--- config.mk ---
export PLATFORM = sky130hd
export DESIGN_NAME = mem_loop_seq_flat
export DESIGN_NICKNAME = d
export VERILOG_FILES = /design/src/rtl/mem_loop_seq_pkg.sv /design/src/rtl/mem_loop_seq_if.sv /design/src/rtl/mem_loop_seq_addr_gen.sv /design/src/rtl/mem_loop_seq.sv /design/src/flat_wrapper.sv
export SDC_FILE = /design/constraint.sdc
export NUM_CORES = 1
export LEC_CHECK = 0
export ABC_CLOCK_PERIOD_IN_PS = 7530
export CORE_MARGIN = 2
export CORE_UTILIZATION = 55
export DETAILED_ROUTE_END_ITERATION = 12
export PLACE_DENSITY = 0.85
export SYNTH_ARGS = -nofsm -noshare
export SYNTH_HDL_FRONTEND = slang
export SYNTH_SLANG_ARGS = --single-unit
--- constraint.sdc ---
create_clock -name Clk -period 7.53 [get_ports Clk]
set_clock_uncertainty 0.1 [all_clocks]
set_input_delay 1.8825 -clock Clk [delete_from_list [all_inputs] [get_ports Clk]]
set_output_delay 1.8825 -clock Clk [all_outputs]
set_load 0.05 [all_outputs]
--- src/rtl/mem_loop_seq_pkg.sv ---
// Shared types for the memory fill / accumulate sequencer.
package mem_loop_seq_pkg;

   typedef enum logic [1:0] {
      MODE_CLEAR = 2'b00,
      MODE_INDEX = 2'b01,
      MODE_ACCUM = 2'b10,
      MODE_RSVD  = 2'b11
   } mode_e;

   typedef enum logic [2:0] {
      ST_IDLE,
      ST_FILL,
      ST_ACC,
      ST_ACC_WR,
      ST_DONE
   } state_e;

   localparam int REP_W = 8;

endpackage

--- src/rtl/mem_loop_seq_if.sv ---
// Command and memory write-port bundle for mem_loop_seq.
interface mem_loop_seq_if
   import mem_loop_seq_pkg::*;
#(
   parameter int ADDR_W = 4,
   parameter int DATA_W = 8
);
   logic              start;
   logic [1:0]        mode;
   logic [ADDR_W-1:0] stride;
   logic [ADDR_W:0]   limit;
   logic [DATA_W-1:0] acc_a;
   logic [DATA_W-1:0] acc_b;
   logic [REP_W-1:0]  rep_cnt;
   logic              mem_ready;
   logic              mem_we;
   logic [ADDR_W-1:0] mem_addr;
   logic [DATA_W-1:0] mem_wdata;
   logic              busy;
   logic              done;
   logic              err;

   modport master (
      output start, mode, stride, limit,
      output acc_a, acc_b, rep_cnt, mem_ready,
      input  mem_we, mem_addr, mem_wdata,
      input  busy, done, err
   );

   modport slave (
      input  start, mode, stride, limit,
      input  acc_a, acc_b, rep_cnt, mem_ready,
      output mem_we, mem_addr, mem_wdata,
      output busy, done, err
   );
endinterface

--- src/rtl/mem_loop_seq_addr_gen.sv ---
// Fill index generator: one extra index bit so overshoot ends the loop.
module mem_loop_addr_gen
   import mem_loop_seq_pkg::*;
#(
   parameter int ADDR_W = 4
) (
   input  logic              Clk,
   input  logic              Rst,
   input  logic              i_load,
   input  logic              i_adv,
   input  logic [ADDR_W-1:0] i_stride,
   input  logic [ADDR_W:0]   i_limit,
   output logic [ADDR_W:0]   o_idx,
   output logic              o_last
);
   logic [ADDR_W:0] r_idx;
   logic [ADDR_W:0] w_step;

   always_comb begin
      w_step = {1'b0, i_stride};
      if (i_stride == '0) w_step = (ADDR_W+1)'(1);
   end

   always_ff @(posedge Clk) begin
      if (Rst)        r_idx <= '0;
      else if (i_load) r_idx <= '0;
      else if (i_adv)  r_idx <= r_idx + w_step;
   end

   assign o_idx  = r_idx;
   assign o_last = (r_idx >= i_limit);
endmodule

--- src/rtl/mem_loop_seq.sv ---
// Clear / strided-index fill / repeat-accumulate write sequencer.
// Optional MEM_LOOP_SEQ_WRCNT_EN adds o_wr_count (accepted writes).
module mem_loop_seq
   import mem_loop_seq_pkg::*;
#(
   parameter int ADDR_W = 4,
   parameter int DATA_W = 8
) (
   input logic Clk,
   input logic Rst,
   mem_loop_seq_if.slave io_bus
`ifdef MEM_LOOP_SEQ_WRCNT_EN
   ,
   output logic [ADDR_W:0] o_wr_count
`endif
);
   state_e            r_state;
   state_e            w_nxt;
   mode_e             r_mode;
   logic [ADDR_W-1:0] r_stride;
   logic [ADDR_W:0]   r_limit;
   logic [DATA_W-1:0] r_acc;
   logic [DATA_W-1:0] r_accb;
   logic [REP_W-1:0]  r_cnt;
   logic              r_err;
   logic              w_start;
   logic              w_load;
   logic              w_adv;
   logic              w_we;
   logic [ADDR_W-1:0] w_addr;
   logic [DATA_W-1:0] w_wdata;
   logic [ADDR_W-1:0] w_stride;
   logic [ADDR_W:0]   w_idx;
   logic              w_last;

   assign w_start  = (r_state == ST_IDLE) && io_bus.start;
   assign w_stride = (r_mode == MODE_CLEAR) ? ADDR_W'(1) : r_stride;

   mem_loop_addr_gen #(.ADDR_W(ADDR_W)) u_addr (
      .Clk      (Clk),
      .Rst      (Rst),
      .i_load   (w_load),
      .i_adv    (w_adv),
      .i_stride (w_stride),
      .i_limit  (r_limit),
      .o_idx    (w_idx),
      .o_last   (w_last)
   );

   always_comb begin
      w_nxt   = r_state;
      w_load  = 1'b0;
      w_adv   = 1'b0;
      w_we    = 1'b0;
      w_addr  = '0;
      w_wdata = '0;
      unique case (r_state)
         ST_IDLE: begin
            if (io_bus.start) begin
               w_load = 1'b1;
               unique case (mode_e'(io_bus.mode))
                  MODE_CLEAR, MODE_INDEX: w_nxt = ST_FILL;
                  MODE_ACCUM:             w_nxt = ST_ACC;
                  default:                w_nxt = ST_DONE;
               endcase
            end
         end
         ST_FILL: begin
            if (w_last) begin
               w_nxt = ST_DONE;
            end else begin
               w_we   = 1'b1;
               w_addr = w_idx[ADDR_W-1:0];
               if (r_mode == MODE_INDEX) w_wdata = DATA_W'(w_idx);
               w_adv  = io_bus.mem_ready;
            end
         end
         ST_ACC: begin
            if (r_cnt == '0) w_nxt = ST_ACC_WR;
         end
         ST_ACC_WR: begin
            w_we    = 1'b1;
            w_wdata = r_acc;
            if (io_bus.mem_ready) w_nxt = ST_DONE;
         end
         ST_DONE: w_nxt = ST_IDLE;
         default: w_nxt = ST_IDLE;
      endcase
   end

   always_ff @(posedge Clk) begin
      if (Rst) begin
         r_state  <= ST_IDLE;
         r_mode   <= MODE_CLEAR;
         r_stride <= '0;
         r_limit  <= '0;
         r_acc    <= '0;
         r_accb   <= '0;
         r_cnt    <= '0;
         r_err    <= 1'b0;
      end else begin
         r_state <= w_nxt;
         if (w_start) begin
            r_mode   <= mode_e'(io_bus.mode);
            r_stride <= io_bus.stride;
            r_limit  <= io_bus.limit;
            r_acc    <= io_bus.acc_a;
            r_accb   <= io_bus.acc_b;
            r_cnt    <= io_bus.rep_cnt;
            r_err    <= (mode_e'(io_bus.mode) == MODE_RSVD);
         end else if (r_state == ST_ACC && r_cnt != '0) begin
            r_acc <= r_acc + ~r_accb;
            r_cnt <= r_cnt - REP_W'(1);
         end
      end
   end

`ifdef MEM_LOOP_SEQ_WRCNT_EN
   logic [ADDR_W:0] r_wr_cnt;

   always_ff @(posedge Clk) begin
      if (Rst)                          r_wr_cnt <= '0;
      else if (w_start)                 r_wr_cnt <= '0;
      else if (w_we && io_bus.mem_ready) r_wr_cnt <= r_wr_cnt + (ADDR_W+1)'(1);
   end

   assign o_wr_count = r_wr_cnt;
`endif

   assign io_bus.mem_we    = w_we;
   assign io_bus.mem_addr  = w_addr;
   assign io_bus.mem_wdata = w_wdata;
   assign io_bus.busy      = (r_state == ST_FILL) ||
                             (r_state == ST_ACC)  ||
                             (r_state == ST_ACC_WR);
   assign io_bus.done      = (r_state == ST_DONE);
   assign io_bus.err       = r_err;
endmodule

--- src/flat_wrapper.sv ---
// flat-port wrapper written by rule: the top's interface ports become plain ports
module mem_loop_seq_flat import mem_loop_seq_pkg::*;
#(
   parameter int ADDR_W = 4,
   parameter int DATA_W = 8
)
  (Clk, Rst, io_bus_start, io_bus_mode, io_bus_stride, io_bus_limit, io_bus_acc_a, io_bus_acc_b, io_bus_rep_cnt, io_bus_mem_ready, io_bus_mem_we, io_bus_mem_addr, io_bus_mem_wdata, io_bus_busy, io_bus_done, io_bus_err);
  mem_loop_seq_if #(.ADDR_W(ADDR_W), .DATA_W(DATA_W)) io_bus_i ();
  input logic Clk;
  input logic Rst;
  input wire logic [$bits(io_bus_i.start)-1:0] io_bus_start;
  input wire logic [$bits(io_bus_i.mode)-1:0] io_bus_mode;
  input wire logic [$bits(io_bus_i.stride)-1:0] io_bus_stride;
  input wire logic [$bits(io_bus_i.limit)-1:0] io_bus_limit;
  input wire logic [$bits(io_bus_i.acc_a)-1:0] io_bus_acc_a;
  input wire logic [$bits(io_bus_i.acc_b)-1:0] io_bus_acc_b;
  input wire logic [$bits(io_bus_i.rep_cnt)-1:0] io_bus_rep_cnt;
  input wire logic [$bits(io_bus_i.mem_ready)-1:0] io_bus_mem_ready;
  output wire logic [$bits(io_bus_i.mem_we)-1:0] io_bus_mem_we;
  output wire logic [$bits(io_bus_i.mem_addr)-1:0] io_bus_mem_addr;
  output wire logic [$bits(io_bus_i.mem_wdata)-1:0] io_bus_mem_wdata;
  output wire logic [$bits(io_bus_i.busy)-1:0] io_bus_busy;
  output wire logic [$bits(io_bus_i.done)-1:0] io_bus_done;
  output wire logic [$bits(io_bus_i.err)-1:0] io_bus_err;
  assign io_bus_i.start = io_bus_start;
  assign io_bus_i.mode = io_bus_mode;
  assign io_bus_i.stride = io_bus_stride;
  assign io_bus_i.limit = io_bus_limit;
  assign io_bus_i.acc_a = io_bus_acc_a;
  assign io_bus_i.acc_b = io_bus_acc_b;
  assign io_bus_i.rep_cnt = io_bus_rep_cnt;
  assign io_bus_i.mem_ready = io_bus_mem_ready;
  assign io_bus_mem_we = io_bus_i.mem_we;
  assign io_bus_mem_addr = io_bus_i.mem_addr;
  assign io_bus_mem_wdata = io_bus_i.mem_wdata;
  assign io_bus_busy = io_bus_i.busy;
  assign io_bus_done = io_bus_i.done;
  assign io_bus_err = io_bus_i.err;
  mem_loop_seq #(.ADDR_W(ADDR_W), .DATA_W(DATA_W)) u_core (.Clk(Clk), .Rst(Rst), .io_bus(io_bus_i));
endmodule
Yosys cells after proc, flatten, opt, wreduce, memory -nomap -nowiden
Cells that the tools add are included.

$add $sub $neg: 3. Magnitude comparators: 1. Equal/unequal tests: 12. Multiplexer cells: 23. Bitwise gates (word level): 1. Reductions and logical operators: 14.

Operators with widths (count): two-way mux 8 bit (5); two-way mux 4 bit (4); case mux 8 bit (2 select lines) (1); two-way mux 3 bit (4); case mux 3 bit (4 select lines) (1); adder 8 bit (1); logical NOT 8 bit (1); NOT 8 bit (1); nonzero test 8 bit (1); subtractor 8 x 1 -> 8 bit, second input constant (1); equality test 3 x 2 -> 1 bit, second input constant (2); != test 2 bit, second input constant (3); case mux 3 bit (2 select lines) (1); adder 5 bit (1); greater-or-equal comparator 5 bit (1); two-way mux 1 bit (5); two-way mux 5 bit (1); equality test 2 x 1 -> 1 bit, second input constant (2); equality test 2 bit, second input constant (2); logical NOT 2 bit (2); logical NOT 4 bit (1); AND reduction 4 bit (1); OR reduction 2 bit (2); equality test 3 x 1 -> 1 bit, second input constant (1); other kinds (7) (9).

Register bits: 44. Input port bits: 39. Output and inout port bits: 16. Logic and storage cells: 63.

Longest topological paths before layout
Gate-level depths: netlist (run 1).

Word-level depth: 5. Mapped depth: 10. Mapped depth without buffers: 9.

By module
A second synthesis (run 1) with hierarchy kept.

Cell total of the unflattened synthesis: 334. Area total of the unflattened synthesis: 2676.3 um2.

Modules (own cells, without submodules): mem_loop_seq (instances 1, cells each 278, area an instance 2212.1 um2, sequential area each 780.7 um2); mem_loop_addr_gen (instances 1, cells each 56, area an instance 464.2 um2, sequential area each 100.1 um2).

Worst setup path before layout (run 1)
No wires, ideal clock.

Path kind: reg2out. Start: register u_core.u_addr.r_idx[0] (netlist: u_core.u_addr.o_idx[0]). End: output io_bus_mem_wdata[0]. Arrival time: 2264 ps. Data required time: 5548 ps. Slack: 3284 ps. Cell stages (with the launch flop): 9. Buffers on the path: 0. Path through: dfxtp_1 -> inv_1 -> ha_1 -> nand2b_1 -> a21o_1 -> a21o_1 -> a31oi_1 -> and2_1 -> a22o_1.

Longest elaborated chain between the ends: 3. Elaborated cells on any way between the ends: 4. Those cells by class: order compare: 1; mux: 3.

Ends and longest elaborated chain: start: declaration (line mem_loop_seq_addr_gen.sv:16) `logic [ADDR_W:0] r_idx;`; start signal: assignment (line mem_loop_seq_addr_gen.sv:27) `else if (i_adv) r_idx <= r_idx + w_step;`; greater-or-equal comparator 5 bit / two-way mux 5 bit (equally long branches) (line mem_loop_seq_addr_gen.sv:31, mem_loop_seq.sv:74); two-way mux 8 bit * (line mem_loop_seq.sv:69) `if (w_last) begin`; case mux 8 bit (2 select lines) * (line mem_loop_seq.sv:57) `unique case (r_state)`; end: declaration (line flat_wrapper.sv:21) `output wire logic [$bits(io_bus_i.mem_wdata)-1:0] io_bus_mem_wdata;`.

Every way passes the cells marked *; elsewhere a longest branch is shown, timed or not.

Worst setup path after layout (run 1)
Start: register u_core.u_addr.r_idx[0] (netlist: u_core.u_addr.o_idx[0]). End: output io_bus_mem_wdata[4].

Longest elaborated chain between the ends: 3.

Ends and longest elaborated chain: greater-or-equal comparator 5 bit (line mem_loop_seq_addr_gen.sv:31) `assign o_last = (r_idx >= i_limit);`; two-way mux 8 bit (line mem_loop_seq.sv:69); case mux 8 bit (2 select lines) (line mem_loop_seq.sv:57).

Every way passes these cells.

==> run summary, run 1 <==
status = finished clean
final setup fails = 0
Most used DFF post-synth = dfxtp_1
sequential-to-total area share from yosys stat = 33.6%
HP Class = reg -> reg
WHS Endpoint = u_core.io_bus.err
Syn Area/Cell = 8.01 um2
CTS Buf Count = 5
cell-internal power = 514 uW
postcts setup bufs = 0
worst hold stages = 2
drt via density = 5.62
vias in the first global route = 2336
worst slew pin tran = 1100 ps
CP max stage delay = 800 ps
share of layout cells above drive strength 1 = 5.63%
cts repair resizes = 0
leakage = 0.00130 uW
Worst setup SP type = flop
GP Congestion = 0.783
GR peak layer = met2
Sw Share = 36.5%
Pre-antenna DRT Iters = 4
leading area contributor after synthesis = dfxtp_1
max cap viols = 0
Pwr per Cell Area = 248 nW/um2
Routed Antenna Nets = 0
GRT met3 Usage = 3.45%
final global-route overflow total = 0
Worst R2R Setup Slack = 4820 ps
cell mode on critical path = a21o_1
antenna violations before repair = 0
Die Height = 73.0 um
Die X = 73.0 um
Post-Synthesis Cells = 327
R2R Path Start = u_core.r_cnt[2]
H-tree Lvls = 2
setup TNS = 0 ps
Diodes inserted = 0
io pins = 55
Area Overhead vs Synth = 24.9%
Critical Setup Path Class = reg -> out
post-synth top area share = 33.6%
Tmin final = 5200 ps
CTS Hold Bufs = 0
Psw = 296 uW
largest cells by area after synthesis = dfxtp_1, ha_1, nand2_1
Seq pwr share = 37.7%
die footprint = 5330 um2
worst rel slew slack = 26.8%
CP max stage cell = clkdlybuf4s50_1
Post-Place Worst Slack = 2670 ps
Fin Hold WS = 355 ps
row cnt = 25
synth warn = 0
maximum clock insertion buffer count = 2
largest net degree at the start of global routing = 49
Post-synth EDFFs = 0
core area = 4660 um2
CTS tree = built
final core utilization = 70.2%
Starting Density = 56.2%
clk_lat worst skew = 300 ps
Final HPWL DP = 4230 um
met1 usage = 30.5%
WP data arrival = 3220 ps
GRT Resource Usage Total = 24.3%
met2 usage = 40.8%
# port buffers = 54
via count = 2401
maximum clock frequency = 0.192 GHz
fraction of registers with async set/reset = 0%
worst vdd ir = 152 uV
Final Hold Vio Count = 0
Synth top cells by count = nand2_1, dfxtp_1, a21oi_1, nor2_1, inv_1
clk slew on worst S/H paths = 90 ps
Mapped Area = 2620 um2
drt drc = 0
DR iter-0 viols = 169
r2r endpoint = u_core.r_state[0]
Hold Startpoint = u_core.io_bus.err
CP Data Required Time = 5550 ps
Comb power frac = 38.3%
CTS root buf = clkbuf_8
worst path cell trace = inv_1 -> ha_1 -> nand2b_1 -> a21o_1 -> a21o_1 -> a31oi_1 -> buf_4 -> and2_1 -> a22o_1 -> clkdlybuf4s50_1
post-synthesis cell type count = 46
Worst Setup End Kind = output port
clk sinks = 44
crit path max fanout = 19
Post-Syn Nets = 386
first-pass GRT wire length = 10200 um
clock group share of total power = 24.0%
RSZ-0062 raised after global routing = no
Slew Viols, Final = 0
nets@finish = 431
Setup WS post-layout = 2330 ps
most frequent cell after synthesis = nand2_1
Worst Reg-to-Reg Cells = 5
#FFs+latches synth = 44
Routed WL = 5920 um
Routed WL per cell = 13.9 um
post-route clock period utilization = 69.0%
## through the flow
step,cells,instance area (um2),power [uW]
floorplan,327,2620,545
global placement,419,3150,607
detailed placement,419,3150,619
CTS,427,3270,813
global route,427,3270,865
finish,427,3270,810
## layer usage
metal  wire length, um  part of all wire (%)
met5                 0                     0
met4               143                   2.4
met3               281                   4.7
met2              2850                    48
met1              2650                    45
## logic make-up after synthesis
kind of cell             count (synthesis)  share of synthesized area (%)
AND/OR/NAND/NOR                        122                           22.3
flip-flops                              44                           33.6
AO/OA/AOI/OAI                           86                           21.7
adder cells (fa/ha/maj)                 20                           10.1
multiplexers                             5                           1.96
XOR/XNOR                                11                           3.68
buffers and inverters                   39                           6.64
## flip-flops by register name (all words and copies together) (netlist names)
register	cells
u_core.r_acc	8
u_core.r_accb	8
u_core.r_cnt	8
u_core.r_limit	5
u_core.u_addr.o_idx	5
u_core.r_stride	4
u_core.r_state	3
u_core.r_mode	2
u_core.io_bus.err	1
## layout by cell type (no fill, tap or decap), drive strengths merged, types with 9 or more instances in the layout
master | Yosys | layout
a211oi | 10 | 10
a21oi | 36 | 36
and2 | 9 | 9
clkdlybuf4s50 | 0 | 54
dfxtp | 44 | 44
ha | 18 | 18
inv | 20 | 20
nand2 | 50 | 50
nor2 | 22 | 22
o21ai | 12 | 12
xnor2 | 10 | 10
## how the worst max path moves through the flow
| stage | from | end | slack [ps] |
|---|---|---|---|
| floorplan | u_core.u_addr.o_idx[0] | io_bus_mem_wdata[0] | 3280 |
| global placement | u_core.u_addr.o_idx[0] | io_bus_mem_wdata[0] | 2790 |
| detailed placement | u_core.u_addr.o_idx[0] | io_bus_mem_wdata[3] | 2670 |
| CTS | u_core.u_addr.o_idx[0] | io_bus_mem_wdata[3] | 2340 |
| global route | u_core.u_addr.o_idx[0] | io_bus_mem_wdata[4] | 2160 |
| finish | u_core.u_addr.o_idx[0] | io_bus_mem_wdata[4] | 2330 |
## worst max-delay path, delay by kind of cell, from the launching register on
family,cells,cell delay (ps)
buffers and inverters,3,1110
AO/OA/AOI/OAI,4,680
AND/OR/NAND/NOR,2,440
flip-flops,1,390
adder cells (fa/ha/maj),1,290
## power by group through the flow
stage	Clock [uW]	Combinational, uW	Sequential [uW]
2_1_floorplan	0	250	295
3_3_place_gp	0	300	308
3_5_place_dp	0	309	310
4_1_cts	197	312	305
5_1_grt	205	350	310
6_report	195	310	306
## final cells by class
cell class / instances / area [um2]
multi-input combinational: 244 / 1570
fill: 408 / 1390
sequential: 44 / 881
timing repair buffer: 57 / 563
clock buffer: 6 / 82.6
inverter: 20 / 75.1
tap: 54 / 67.6
clock inverter: 2 / 38.8
No activity file was read; power rests on OpenSTA's default activity.
==> inputs of run 2 (changes only) <==
--- a/config.mk
+++ b/config.mk
@@ -5,11 +5,11 @@
 export SDC_FILE = /design/constraint.sdc
 export NUM_CORES = 1
 export LEC_CHECK = 0
-export ABC_CLOCK_PERIOD_IN_PS = 7530
+export ABC_CLOCK_PERIOD_IN_PS = 4500
 export CORE_MARGIN = 2
-export CORE_UTILIZATION = 55
+export CORE_UTILIZATION = 46
 export DETAILED_ROUTE_END_ITERATION = 12
-export PLACE_DENSITY = 0.85
+export PLACE_DENSITY = 0.76
 export SYNTH_ARGS = -nofsm -noshare
 export SYNTH_HDL_FRONTEND = slang
 export SYNTH_SLANG_ARGS = --single-unit
==> constraint.sdc (replaced) <==
create_clock -name Clk -period 4.5 [get_ports Clk]
set_clock_uncertainty 0.1 [all_clocks]
set_input_delay 1.125 -clock Clk [delete_from_list [all_inputs] [get_ports Clk]]
set_output_delay 1.125 -clock Clk [all_outputs]
set_load 0.05 [all_outputs]
==> run 2 against run 1 <==
Against the previous run: worst hold slack improved by 4.6 ps; utilization down 9.2 points; non-clock buffer count up 3; global-route usage is 4.7 points lower; clock-buffer cell count is 1 higher; critical path depth fell by 5; die area rose by 18%; routed wire length is 1.7% higher; highest routed layer unchanged.
==> run summary, run 2 (same netlist as run 1, synthesis figures left out) <==
status = finished clean
CTS Buf Count = 5 (unchanged)
drt drc = 0 (unchanged)
worst slew pin tran = 932 ps (-164 ps)
nets@finish = 434 (+0.70%)
vias in the first global route = 2217 (-5.1%)
final setup fails = 0 (unchanged)
maximum clock insertion buffer count = 2 (unchanged)
drt via density = 5.38 (-4.3%)
CP max stage cell = clkdlybuf4s50_1
CTS tree = built
post-route clock period utilization = 85.3%
Largest regs = u_core.r_acc (8), u_core.r_accb (8), u_core.r_cnt (8)
worst path cell trace = inv_1 -> nor3b_1 -> buf_4 -> and2_1 -> clkdlybuf4s50_1
register area = 881 um2 (unchanged)
Final HPWL DP = 4520 um (+6.8%)
HP Class = reg -> reg
most common cell after layout, fill and taps aside = nand2_1
Slew Viols, Final = 0 (unchanged)
core area = 5510 um2 (+18%)
RSZ-0062 raised after global routing = no
cts repair resizes = 0 (unchanged)
Final Hold Vio Count = 0 (unchanged)
Routed WL per cell = 13.4 um (-3.0%)
Pre-antenna DRT Iters = 4 (unchanged)
Pwr per Cell Area = 408 nW/um2 (+65%)
final global-route overflow total = 0 (unchanged)
post-route cell area = 3360 um2 (+2.7%)
Critical Setup Path Class = reg -> out
DR iter-0 viols = 176 (+4.1%)
postcts setup bufs = 0 (unchanged)
io pins = 55 (unchanged)
Routed WL = 6020 um (+1.7%)
Filler cells = 522 (+28%)
WP data arrival = 2610 ps (-610 ps)
CTS root buf = clkbuf_8
CP max stage delay = 790 ps (about the same)
row cnt = 27 (+8.0%)
crit path max fanout = 9 (-10)
Starting Density = 47.6% (-8.6 points)
antenna violations before repair = 0 (unchanged)
Die Height = 79.5 um (+8.8%)
Routed Antenna Nets = 0 (unchanged)
via count = 2412 (+0.46%)
die footprint = 6320 um2 (+18%)
CTS Hold Bufs = 0 (unchanged)
H-tree Lvls = 2 (unchanged)
Die X = 79.5 um (+8.8%)
maximum clock frequency = 0.261 GHz
Worst Setup End Kind = output port
leakage = 0.00135 uW (+4.0%)
Worst setup SP type = flop
# port buffers = 54 (unchanged)
setup TNS = 0 ps (unchanged)
clk_lat worst skew = 290 ps (about the same)
GRT Resource Usage Total = 19.6% (-4.7 points)
Area Overhead vs Synth = 28.3%
Tmin final = 3840 ps
Worst R2R Setup Slack = 1800 ps (-3020 ps)
Diodes inserted = 0 (unchanged)
worst vdd ir = 182 uV (+20%)
most frequent cells in the layout = nand2_1, clkdlybuf4s50_1, dfxtp_1
clk sinks = 44 (unchanged)
clk slew on worst S/H paths = 80 ps (about the same)
GP Congestion = 0.846 (+8.0%)
largest net degree at the start of global routing = 31 (-37%)
Multi-input gate area = 1570 um2 (unchanged)
share of layout cells above drive strength 1 = 9.04% (+3.4 points)
Placed Area = 3230 um2 (+2.6%)
CP Data Required Time = 3270 ps (-2280 ps)
first-pass GRT wire length = 9980 um (-2.0%)
worst rel slew slack = 37.7% (+11 points)
max cap viols = 0 (unchanged)
## run 2: area by class of cell
type	count	share of cell area, %
well taps	72	2.68
inverters	20	2.23
multi-input cells	244	46.6
flip-flops and latches	44	26.2
clock buffers	7	2.87
repair buffers	60	18.5
clock inverters	1	0.894
## run 2: final timing paths
path,start,endpoint,depth (start not counted)
worst max-delay path,u_core.r_state[1],io_bus_mem_wdata[6],5
worst max register to register,u_core.r_cnt[2],u_core.r_state[0],5
worst min-delay path,u_core.r_accb[3],u_core.r_accb[3],2
worst min register to register,u_core.r_accb[3],u_core.r_accb[3],2
## run 2: through the flow
stage	util, %	cells	setup WS (ps)	hold slack (ps)	total power (uW)
after floorplan	-	327	1010	332	912
after global placement	58.7	440	1060	342	1030
after detailed placement	58.7	440	1020	349	1050
after CTS	61.0	448	685	360	1370
after global routing	61.0	448	545	376	1470
final	61.0	448	663	359	1370
## run 2: routing by layer
metal,GRT usage [%],part of all wire [%],wire (um)
met5,0,0,0
met4,6.90,1.0,63
met3,3.85,4.8,287
met2,33.7,48,2910
met1,24.3,46,2760
## run 2: report_power, final
part | switching, uW | internal, uW
Sequential | 60.6 | 451
Combinational | 294 | 235
Clock | 133 | 196
Total | 488 | 882
## run 2: worst max-delay path: cells and delay by family (launching register included)
kind                   cells  cell delay (ps)
AND/OR/NAND/NOR            2              590
buffers and inverters      3             1190
flip-flops                 1              550
==> inputs of run 3 (changes only) <==
--- a/config.mk
+++ b/config.mk
@@ -6,10 +6,13 @@
 export NUM_CORES = 1
 export LEC_CHECK = 0
 export ABC_CLOCK_PERIOD_IN_PS = 4500
+export CAP_MARGIN = 20
 export CORE_MARGIN = 2
 export CORE_UTILIZATION = 46
 export DETAILED_ROUTE_END_ITERATION = 12
+export GPL_TIMING_DRIVEN = 0
 export PLACE_DENSITY = 0.76
+export SKIP_CTS_REPAIR_TIMING = 1
 export SYNTH_ARGS = -nofsm -noshare
 export SYNTH_HDL_FRONTEND = slang
 export SYNTH_SLANG_ARGS = --single-unit
==> run 3 against run 2 <==
Against the previous run: routed wire length increased by 6.8%; flip-flop and latch count did not move; final cell count is 2.9% higher; design area is 1.3% higher; utilization increased by 0.77 points; die area did not move; via count increased by 4.4%; sequential share of layout area decreased by 0.33 points; global-route usage increased by 2.0 points; clock-buffer cell count decreased by 1; combinational power grew 7.2%; maximum frequency down 11%; critical path type unchanged.
==> run summary, run 3 (same netlist as run 1, synthesis figures left out) <==
H-tree Lvls = 2 (unchanged)
via count = 2519 (+4.4%)
clk_lat worst skew = 300 ps (about the same)
CTS Buf Count = 5 (unchanged)
worst hold stages = 2 (unchanged)
CP max stage cell = nor3b_1
post-route clock period utilization = 95.8% (+11 points)
io pins = 55 (unchanged)
Non-Filler Instances = 461 (+2.9%)
Pwr per Cell Area = 408 nW/um2 (about the same)
final setup fails = 0 (unchanged)
Hold Startpoint = u_core.r_limit[2]
crit path max fanout = 9 (unchanged)
largest net degree at the start of global routing = 15 (-52%)
CP max stage delay = 870 ps (+80 ps)
CTS tree = built
Starting Density = 47.6% (unchanged)
Setup WS post-layout = 187 ps (-476 ps)
R2R Path Start = u_core.u_addr.o_idx[0]
GRT met3 Usage = 3.62% (-0.23 points)
maximum clock frequency = 0.232 GHz (-11%)
die footprint = 6320 um2 (unchanged)
clk slew on worst S/H paths = 80 ps (about the same)
RSZ-0062 raised after global routing = no
Worst R2R Setup Slack = 2060 ps (+260 ps)
Routed WL per cell = 14.0 um (+3.8%)
Crit path max-delay family = buffers and inverters
clk sinks = 44 (unchanged)
most frequent cells in the layout = nand2_1, clkdlybuf4s50_1, dfxtp_1
Final HPWL DP = 4740 um (+4.9%)
nets@finish = 447 (+3.0%)
CP Buf/Inv Count = 3 (unchanged)
core area = 5510 um2 (unchanged)
HP Class = reg -> reg
worst slew pin tran = 1020 ps (+88.2 ps)
CP Data Required Time = 3270 ps (about the same)
GP Congestion = 0.857 (+1.2%)
share of layout cells above drive strength 1 = 6.17% (-2.9 points)
leakage = 0.00151 uW (+12%)
drt via density = 5.46 (+1.5%)
WP data arrival = 3090 ps (+480 ps)
worst vdd ir = 236 uV (+30%)
met1 usage = 27.2% (+2.9 points)
maximum clock insertion buffer count = 2 (unchanged)
worst path cell trace = clkbuf_1 -> inv_1 -> nor3b_1 -> and2_1 -> clkdlybuf4s50_1
Post-Place Worst Slack = 118 ps (-900 ps)
Worst setup SP type = flop
DR iter-0 viols = 107 (-39%)
Slew Viols, Final = 0 (unchanged)
max cap viols = 0 (unchanged)
Placed Cells = 453 (+3.0%)
Die X = 79.5 um (unchanged)
final global-route overflow total = 0 (unchanged)
# port buffers = 54 (unchanged)
row cnt = 27 (unchanged)
Area Overhead vs Synth = 29.9%
vias in the first global route = 2406 (+8.5%)
Routed WL = 6430 um (+6.8%)
Design Power = 1390 uW (+1.4%)
Largest regs = u_core.r_acc (8), u_core.r_accb (8), u_core.r_cnt (8)
Worst Setup End Kind = output port
Tmin final = 4310 ps (+476 ps)
Pre-antenna DRT Iters = 4 (unchanged)
most common cell after layout, fill and taps aside = nand2_1
Routed Antenna Nets = 0 (unchanged)
GR peak layer = met2
CTS root buf = clkbuf_8
GRT Resource Usage Total = 21.6% (+2.0 points)
Worst Reg-to-Reg Cells = 9 (+4)
drt drc = 0 (unchanged)
WHS Endpoint = u_core.r_limit[2]
antenna violations before repair = 0 (unchanged)
Die Height = 79.5 um (unchanged)
status = finished clean
r2r endpoint = u_core.u_addr.o_idx[3]
Filler cells = 493 (-5.6%)
Critical Setup Path Class = reg -> out
Diodes inserted = 0 (unchanged)
first-pass GRT wire length = 10800 um (+8.6%)
worst rel slew slack = 31.9% (-5.9 points)
met2 usage = 37.1% (+3.4 points)
Final Hold Vio Count = 0 (unchanged)
## run 3: layout make-up
type                       instances  area, um2  area share [%]
buffer                            19       98.8            2.90
clock buffer                       6       82.6            2.43
clock inverter                     2       38.8            1.14
inverter                          20       75.1            2.21
multi-input combinational        244       1570            46.2
sequential                        44        881            25.9
tap                               72       90.1            2.65
timing repair buffer              54        566            16.6
## run 3: report_power, final
part           internal, uW  switching, uW
logic                   243            324
registers               451           45.5
clock network           182            143
total                   875            513
## run 3: worst register-to-register path, stage by stage (launching register included)
cell      delay [ps]
dfxtp_1          390
inv_1             90
ha_1             280
nand2b_1         140
a21o_1           180
a21o_1           190
a31oi_2          450
buf_2            290
nand3_1          100
a21oi_1          170
## run 3: worst max-delay path by stage
stage                           startpoint                  end  slack, ps  cells after the start
finish                   u_core.r_state[1]  io_bus_mem_wdata[7]        190                      5
CTS                 u_core.u_addr.o_idx[0]  io_bus_mem_wdata[1]       -240                      9
global placement    u_core.u_addr.o_idx[0]  io_bus_mem_wdata[3]        180                      9
global route             u_core.r_state[1]  io_bus_mem_wdata[7]         40                      5
floorplan           u_core.u_addr.o_idx[0]  io_bus_mem_wdata[0]       1010                      8
detailed placement  u_core.u_addr.o_idx[0]  io_bus_mem_wdata[1]        120                      9
## run 3: per-layer routing
metal	vias up	wire, um
met1	1170	2960
met3	9	366
met2	88	3030
li1	1252	-
met5	-	0
met4	0	78
## run 3: per-stage QoR
stage          cell area (um2)  TNS [ps]  util [%]  hold slack [ps]
2_1_floorplan             2620         0         -              332
3_3_place_gp              3250         0      59.0              344
3_5_place_dp              3250         0      59.0              347
4_1_cts                   3370     -1960      61.2              360
5_1_grt                   3400         0      61.8              382
6_report                  3400         0      61.8              359
